--- config.mk ---
export PLATFORM = sky130hd
export DESIGN_NAME = frame_update_seq_flat
export DESIGN_NICKNAME = d
export VERILOG_FILES = /design/src/rtl/frame_update_seq_if.sv /design/src/rtl/frame_update_seq.sv /design/src/flat_wrapper.sv
export SDC_FILE = /design/constraint.sdc
export NUM_CORES = 1
export LEC_CHECK = 0
export BUFFER_PORTS_ARGS = -buffer_cell sky130_fd_sc_hd__buf_2
export CAP_MARGIN = 15
export CORE_ASPECT_RATIO = 1.75
export CORE_MARGIN = 4
export CORE_UTILIZATION = 35
export DETAILED_ROUTE_END_ITERATION = 6
export PLACE_DENSITY = 0.58
export SETUP_SLACK_MARGIN = 0.05
export SYNTH_ARGS = -nofsm -noshare
export SYNTH_HDL_FRONTEND = slang
export SYNTH_SLANG_ARGS = --single-unit
--- constraint.sdc ---
create_clock -name vga_clk -period 3.05 [get_ports vga_clk]
set_clock_uncertainty 0.1 [all_clocks]
set_input_delay 0.1525 -clock vga_clk [delete_from_list [all_inputs] [get_ports vga_clk]]
set_output_delay 0.1525 -clock vga_clk [all_outputs]
set_load 0.02 [all_outputs]
--- src/rtl/frame_update_seq_if.sv ---
// Handshake and status bundle between the frame-update sequencer and the
// breakout physics sub-blocks / VGA timing source.
interface frame_update_seq_if;
    logic [9:0] pix_x;
    logic [9:0] pix_y;
    logic [1:0] game_state;
    logic       game_reset;
    logic       racket_req;
    logic       racket_ack;
    logic       ball_req;
    logic       ball_ack;
    logic       brick_req;
    logic       brick_ack;
    logic       frame_tick;
    logic       seq_done;
    logic       busy;
    logic       timeout_err;
    logic [7:0] overrun_cnt;

    modport master (
        input  pix_x, pix_y, game_state, game_reset,
        input  racket_ack, ball_ack, brick_ack,
        output racket_req, ball_req, brick_req,
        output frame_tick, seq_done, busy, timeout_err, overrun_cnt
    );

    modport slave (
        output pix_x, pix_y, game_state, game_reset,
        output racket_ack, ball_ack, brick_ack,
        input  racket_req, ball_req, brick_req,
        input  frame_tick, seq_done, busy, timeout_err, overrun_cnt
    );
endinterface

--- src/rtl/frame_update_seq.sv ---
// Per-frame game-update sequencer: at the start of vertical blanking it runs
// racket, ball and brick updates in order via req/ack, with timeout and overrun tracking.
module frame_update_seq #(
    parameter int unsigned V_ACTIVE    = 480,
    parameter int unsigned SPEED_DIV   = 1,
    parameter int unsigned ACK_TIMEOUT = 1023
) (
    input  logic               vga_clk,
    input  logic               sys_rst_n,
    frame_update_seq_if.master bus
);
    localparam int unsigned DIV_W = 8;
    localparam int unsigned TO_W  = 10;
    localparam int unsigned OVR_W = 8;
    localparam int unsigned PIX_W = 10;

    localparam logic [DIV_W-1:0] DIV_LAST = DIV_W'(SPEED_DIV - 1);
    localparam logic [TO_W-1:0]  TO_LAST  = TO_W'(ACK_TIMEOUT - 1);
    localparam logic [PIX_W-1:0] V_LINE   = PIX_W'(V_ACTIVE);

    typedef enum logic [2:0] {
        S_IDLE,
        S_RACKET,
        S_BALL,
        S_BRICK,
        S_DONE
    } state_t;

    state_t             r_state;
    state_t             w_next;
    state_t             w_follow;
    logic               w_stage;
    logic               w_ack;
    logic               w_timeout;
    logic               w_match;
    logic               w_play;
    logic               w_launch;

    logic [DIV_W-1:0]   r_div_cnt;
    logic [TO_W-1:0]    r_to_cnt;
    logic               r_frame_tick;
    logic               r_racket_req;
    logic               r_ball_req;
    logic               r_brick_req;
    logic               r_seq_done;
    logic               r_busy;
    logic               r_timeout_err;
    logic [OVR_W-1:0]   r_overrun_cnt;

    // Blanking-start detect; acted on at the same edge that registers frame_tick.
    assign w_match  = (bus.pix_x == '0) && (bus.pix_y == V_LINE);
    assign w_play   = (bus.game_state == 2'b01);
    assign w_launch = w_match && w_play && (r_div_cnt == '0) && !bus.game_reset;

    always_comb begin
        w_next    = r_state;
        w_follow  = S_IDLE;
        w_stage   = 1'b0;
        w_ack     = 1'b0;
        w_timeout = 1'b0;
        case (r_state)
            S_IDLE:   if (w_launch) w_next = S_RACKET;
            S_RACKET: begin
                w_stage  = 1'b1;
                w_ack    = bus.racket_ack;
                w_follow = S_BALL;
            end
            S_BALL: begin
                w_stage  = 1'b1;
                w_ack    = bus.ball_ack;
                w_follow = S_BRICK;
            end
            S_BRICK: begin
                w_stage  = 1'b1;
                w_ack    = bus.brick_ack;
                w_follow = S_DONE;
            end
            S_DONE:   w_next = S_IDLE;
            default:  w_next = S_IDLE;
        endcase
        // An ack on the last allowed cycle still wins over the timeout.
        if (w_stage) begin
            if (w_ack) begin
                w_next = w_follow;
            end else if (r_to_cnt == TO_LAST) begin
                w_next    = S_IDLE;
                w_timeout = 1'b1;
            end
        end
        if (bus.game_reset) begin
            w_next    = S_IDLE;
            w_timeout = 1'b0;
        end
    end

    always_ff @(posedge vga_clk or negedge sys_rst_n) begin
        if (!sys_rst_n) r_state <= S_IDLE;
        else            r_state <= w_next;
    end

    // Outputs decode the next state so each req lines up with its state.
    always_ff @(posedge vga_clk or negedge sys_rst_n) begin
        if (!sys_rst_n) begin
            r_frame_tick  <= 1'b0;
            r_racket_req  <= 1'b0;
            r_ball_req    <= 1'b0;
            r_brick_req   <= 1'b0;
            r_seq_done    <= 1'b0;
            r_busy        <= 1'b0;
            r_to_cnt      <= '0;
            r_div_cnt     <= '0;
            r_timeout_err <= 1'b0;
            r_overrun_cnt <= '0;
        end else begin
            r_frame_tick <= w_match;
            r_racket_req <= (w_next == S_RACKET);
            r_ball_req   <= (w_next == S_BALL);
            r_brick_req  <= (w_next == S_BRICK);
            r_seq_done   <= (w_next == S_DONE);
            r_busy       <= (w_next != S_IDLE);
            r_to_cnt     <= (w_stage && (w_next == r_state)) ? r_to_cnt + 1'b1 : '0;

            if (bus.game_reset || !w_play) begin
                r_div_cnt <= '0;
            end else if (w_match) begin
                r_div_cnt <= (r_div_cnt == DIV_LAST) ? '0 : r_div_cnt + 1'b1;
            end

            if (bus.game_reset)  r_timeout_err <= 1'b0;
            else if (w_timeout)  r_timeout_err <= 1'b1;

            if (bus.game_reset) begin
                r_overrun_cnt <= '0;
            end else if (w_match && (r_state != S_IDLE) && (r_overrun_cnt != '1)) begin
                r_overrun_cnt <= r_overrun_cnt + 1'b1;
            end
        end
    end

    assign bus.frame_tick  = r_frame_tick;
    assign bus.racket_req  = r_racket_req;
    assign bus.ball_req    = r_ball_req;
    assign bus.brick_req   = r_brick_req;
    assign bus.seq_done    = r_seq_done;
    assign bus.busy        = r_busy;
    assign bus.timeout_err = r_timeout_err;
    assign bus.overrun_cnt = r_overrun_cnt;
endmodule
--- src/flat_wrapper.sv ---
// flat-port wrapper written by rule: the top's interface ports become plain ports
module frame_update_seq_flat 
#(
    parameter int unsigned V_ACTIVE    = 480,
    parameter int unsigned SPEED_DIV   = 1,
    parameter int unsigned ACK_TIMEOUT = 1023
)
  (vga_clk, sys_rst_n, bus_pix_x, bus_pix_y, bus_game_state, bus_game_reset, bus_racket_ack, bus_ball_ack, bus_brick_ack, bus_racket_req, bus_ball_req, bus_brick_req, bus_frame_tick, bus_seq_done, bus_busy, bus_timeout_err, bus_overrun_cnt);
  frame_update_seq_if bus_i ();
  input  logic vga_clk;
  input  logic sys_rst_n;
  input wire logic [$bits(bus_i.pix_x)-1:0] bus_pix_x;
  input wire logic [$bits(bus_i.pix_y)-1:0] bus_pix_y;
  input wire logic [$bits(bus_i.game_state)-1:0] bus_game_state;
  input wire logic [$bits(bus_i.game_reset)-1:0] bus_game_reset;
  input wire logic [$bits(bus_i.racket_ack)-1:0] bus_racket_ack;
  input wire logic [$bits(bus_i.ball_ack)-1:0] bus_ball_ack;
  input wire logic [$bits(bus_i.brick_ack)-1:0] bus_brick_ack;
  output wire logic [$bits(bus_i.racket_req)-1:0] bus_racket_req;
  output wire logic [$bits(bus_i.ball_req)-1:0] bus_ball_req;
  output wire logic [$bits(bus_i.brick_req)-1:0] bus_brick_req;
  output wire logic [$bits(bus_i.frame_tick)-1:0] bus_frame_tick;
  output wire logic [$bits(bus_i.seq_done)-1:0] bus_seq_done;
  output wire logic [$bits(bus_i.busy)-1:0] bus_busy;
  output wire logic [$bits(bus_i.timeout_err)-1:0] bus_timeout_err;
  output wire logic [$bits(bus_i.overrun_cnt)-1:0] bus_overrun_cnt;
  assign bus_i.pix_x = bus_pix_x;
  assign bus_i.pix_y = bus_pix_y;
  assign bus_i.game_state = bus_game_state;
  assign bus_i.game_reset = bus_game_reset;
  assign bus_i.racket_ack = bus_racket_ack;
  assign bus_i.ball_ack = bus_ball_ack;
  assign bus_i.brick_ack = bus_brick_ack;
  assign bus_racket_req = bus_i.racket_req;
  assign bus_ball_req = bus_i.ball_req;
  assign bus_brick_req = bus_i.brick_req;
  assign bus_frame_tick = bus_i.frame_tick;
  assign bus_seq_done = bus_i.seq_done;
  assign bus_busy = bus_i.busy;
  assign bus_timeout_err = bus_i.timeout_err;
  assign bus_overrun_cnt = bus_i.overrun_cnt;
  frame_update_seq #(.V_ACTIVE(V_ACTIVE), .SPEED_DIV(SPEED_DIV), .ACK_TIMEOUT(ACK_TIMEOUT)) u_core (.vga_clk(vga_clk), .sys_rst_n(sys_rst_n), .bus(bus_i));
endmodule
==> reports/results.tsv <==
stage	metric	value	unit
global_route	grt_max_degree	37	
clocking	cts_tree	yes	
cells_and_area	area_growth	19.4	%
sta	relSlewSlack	0.464	
power	power.switching	0.000193	W
logic_synthesis	synth-seq-cells	36	
placement	portBuffers	42	
job	cap_violations	0	
clocking	post_cts_resize_count	0	
cells_and_area	antenna_cells	0	
logic_synthesis	syn_nets	242	
sta	hold_viol_final	0	
critical_path	slowest_stage	or4_1	
power	p_per_area	368	nW/µm²
floorplanning	placementRows	35	
power	power_frac_comb	0.080	
logic_synthesis	syn_inst	209	
logic_synthesis	synth-async-reset-ratio	1.00	
detailed_routing	vias	1702	
detailed_routing	route.detailed.drc	0	
critical_path	slowest_delay	630	ps
logic_synthesis	netlist_area	1930	µm²
placement	postPlaceCellArea	2230	µm²
cells_and_area	fin_util	0.435	
floorplanning	dieArea	6820	µm²
floorplanning	coreArea	5300	µm²
detailed_routing	ant_nets	0	
clocking	clkLatencyLatePin	280	ps
sta	finalSetupViolCount	0	
clocking	htreeDepth	2	
floorplanning	num_io_pins	43	
placement	place.gp.congestion	0.787	
critical_path	cp_top_family	simple AND/OR/NAND/NOR gates	
critical_path	path_cells	ha_1, nand3_1, nor3_1, or4_1, or4_1, a21oi_1	
sta	rsz0062_at_grt	false	
critical_path	endpoint_kind	flip-flop	
logic_synthesis	syn_avg_cell_area	9.24	µm²
sta	slew_violations	0	
power	internal_power	0.000656	W
logic_synthesis	ys_warn_count	0	
power	power.total	0.000849	W
detailed_routing	drt-total-wl	4550	µm
sta	min_period	2370	ps
cells_and_area	nets	289	
clocking	path_clk_slew	70	ps
floorplanning	die_h	106	µm
floorplanning	die_w	64.2	µm
clocking	clockBufferDepth	2	
cells_and_area	drive_above_1_share	0.217	
power	peakVddDrop	0.245	mV
logic_synthesis	synth_top_area_cell	dfrtp_1	
global_route	antenna_found_initial	0	
clocking	cts_buffers	5	
global_route	grt_pass1_vias	1735	
sta	tightest_slew	804	ps
logic_synthesis	ys_seq_area_frac	0.466	
clocking	cts_sinks	36	
logic_synthesis	synth_area_leaders	dfrtp_1 (47%), nor2_1 (5.1%), nand2_1 (4.1%)	
power	pwr-share-seq	0.573	
global_route	grt_usage	0.147	
power	p_leak	1.01	nW
floorplanning	start_util	0.365	
critical_path	critical_path_buf_inv_count	0	
cells_and_area	design_area	2310	µm²
sta	period_share	0.778	
critical_path	crit_path_max_fanout	8	
critical_path	critPathKind	reg -> reg	
logic_synthesis	synth_ff_type	dfrtp_1	
clocking	clockRootBuffer	clkbuf_8	
critical_path	cp.arrival	2480	ps
global_route	grt_pass1_wl	7970	µm
detailed_routing	drtIter0Drc	66	
critical_path	required	3150	ps
critical_path	cp_common_cell	or4_1	
detailed_routing	drt_first_pass_iters	4	
logic_synthesis	synth_edf_count	0	
worst_hold_path	hold_path_class	in -> reg	
sta	max_clock_freq	421	MHz
power	swShare	0.227	
detailed_routing	vias_per_cell	5.19	
placement	dp_hpwl	3510	µm
logic_synthesis	netlist.area_leader.share	0.466	
power	clkPwrFrac	0.347	
critical_path	critPathLaunchType	flip-flop	
sta	setup_tns	0	ps
global_route	grt-ovfl-total	0	
detailed_routing	wire_per_inst	13.9	µm
logic_synthesis	synth_cell_type_count	40	
run_status	outcome	finished, final reports clean	
[logic make-up after synthesis]
family	synth area share
compound gates	0.122
xor+xnor	0.0453
fa+ha+maj	0.0324
buf+inv	0.0285
flops	0.466
mux	0.0104
simple gates	0.295
[power by group through the flow]
stage               clock network, W  registers, W  logic (W)
finish                      0.000295      0.000486  0.0000678
global route                0.000330      0.000487  0.0000768
CTS                         0.000311      0.000486  0.0000697
detailed placement                 0      0.000495  0.0000685
global placement                   0      0.000495  0.0000681
floorplan                          0      0.000495  0.0000281
[layout make-up]
| cell class | instances | area [µm²] |
|---|---|---|
| Fill cell | 553 | 2990 |
| Multi-Input combinational cell | 159 | 976 |
| Sequential cell | 36 | 901 |
| Timing Repair Buffer | 45 | 235 |
| Tap cell | 74 | 92.6 |
| Clock buffer | 5 | 68.8 |
| Inverter | 9 | 33.8 |
[worst reg2reg max path, delay by kind of cell (launching register included)]
kind                     cells  cell delay, ps
flip-flops                   1             410
AND/OR/NAND/NOR              4            1410
adder cells (fa/ha/maj)      1             230
AO/OA/AOI/OAI                1             150
[timing repair]
item                      in CTS  in global routing
hold endpoints to repair      36                  0
hold buffers                   1                  0
buffers inserted               0                  0
[cell usage in the layout (no fill, tap or decap), drive strengths merged, types with 7 or more instances in the layout]
cell type / count
dfrtp: 36
a21oi: 8
nand2: 21
or3: 7
buf: 44
nor3: 10
nor2: 26
nand3: 11
inv: 9
o21ai: 13
[per-layer routing]
layer	part of all wire	global-route usage	wire length, µm
met1	0.38	0.156	1710
met5	0	0	0
met4	0.021	0.0575	95
met2	0.58	0.279	2620
met3	0.025	0.0275	114
[registers in the layout, indices dropped and copies added (netlist names)]
name and flops:
u_core.bus.ball_req 1, u_core.bus.brick_req 1, u_core.bus.busy 1, u_core.bus.frame_tick 1, u_core.bus.overrun_cnt 8, u_core.bus.racket_req 1, u_core.bus.seq_done 1, u_core.bus.timeout_err 1
u_core.r_div_cnt 8, u_core.r_state 3, u_core.r_to_cnt 10
[final timing paths]
kind / startpoint / endpoint / slack [ps] / cells past startpoint
worst max-delay path: u_core.bus.overrun_cnt[0] / u_core.bus.overrun_cnt[5] / 680 / 6
worst min-delay path: bus_brick_ack / u_core.r_state[2] / 100 / 3
worst max register to register: u_core.bus.overrun_cnt[0] / u_core.bus.overrun_cnt[5] / 680 / 6
worst min register to register: u_core.bus.timeout_err / u_core.bus.timeout_err / 410 / 2
max in group asynchronous: sys_rst_n / u_core.bus.overrun_cnt[5] / 1950 / 2
min in group asynchronous: sys_rst_n / u_core.bus.timeout_err / 400 / 2
[stage by stage]
step           setup WS, ps  hold WS, ps  std cells
4_1_cts                 679         97.3        328
5_1_grt                 548          128        328
2_1_floorplan           733         -243        209
6_report                677          104        328
3_3_place_gp            749          198        322
3_5_place_dp            678          197        322
[cells in the mapped netlist, types with 5 or more instances]
cell type and count:
xor2_1 6, dfrtp_1 36, nand3_1 11, or4_1 5
or3_1 7, o21ai_0 13, inv_1 9, a21oi_1 8
nand2_1 21, nor3_1 10, nor2_1 26, ha_1 5
Note: power is estimated with default switching activity, not from simulation.
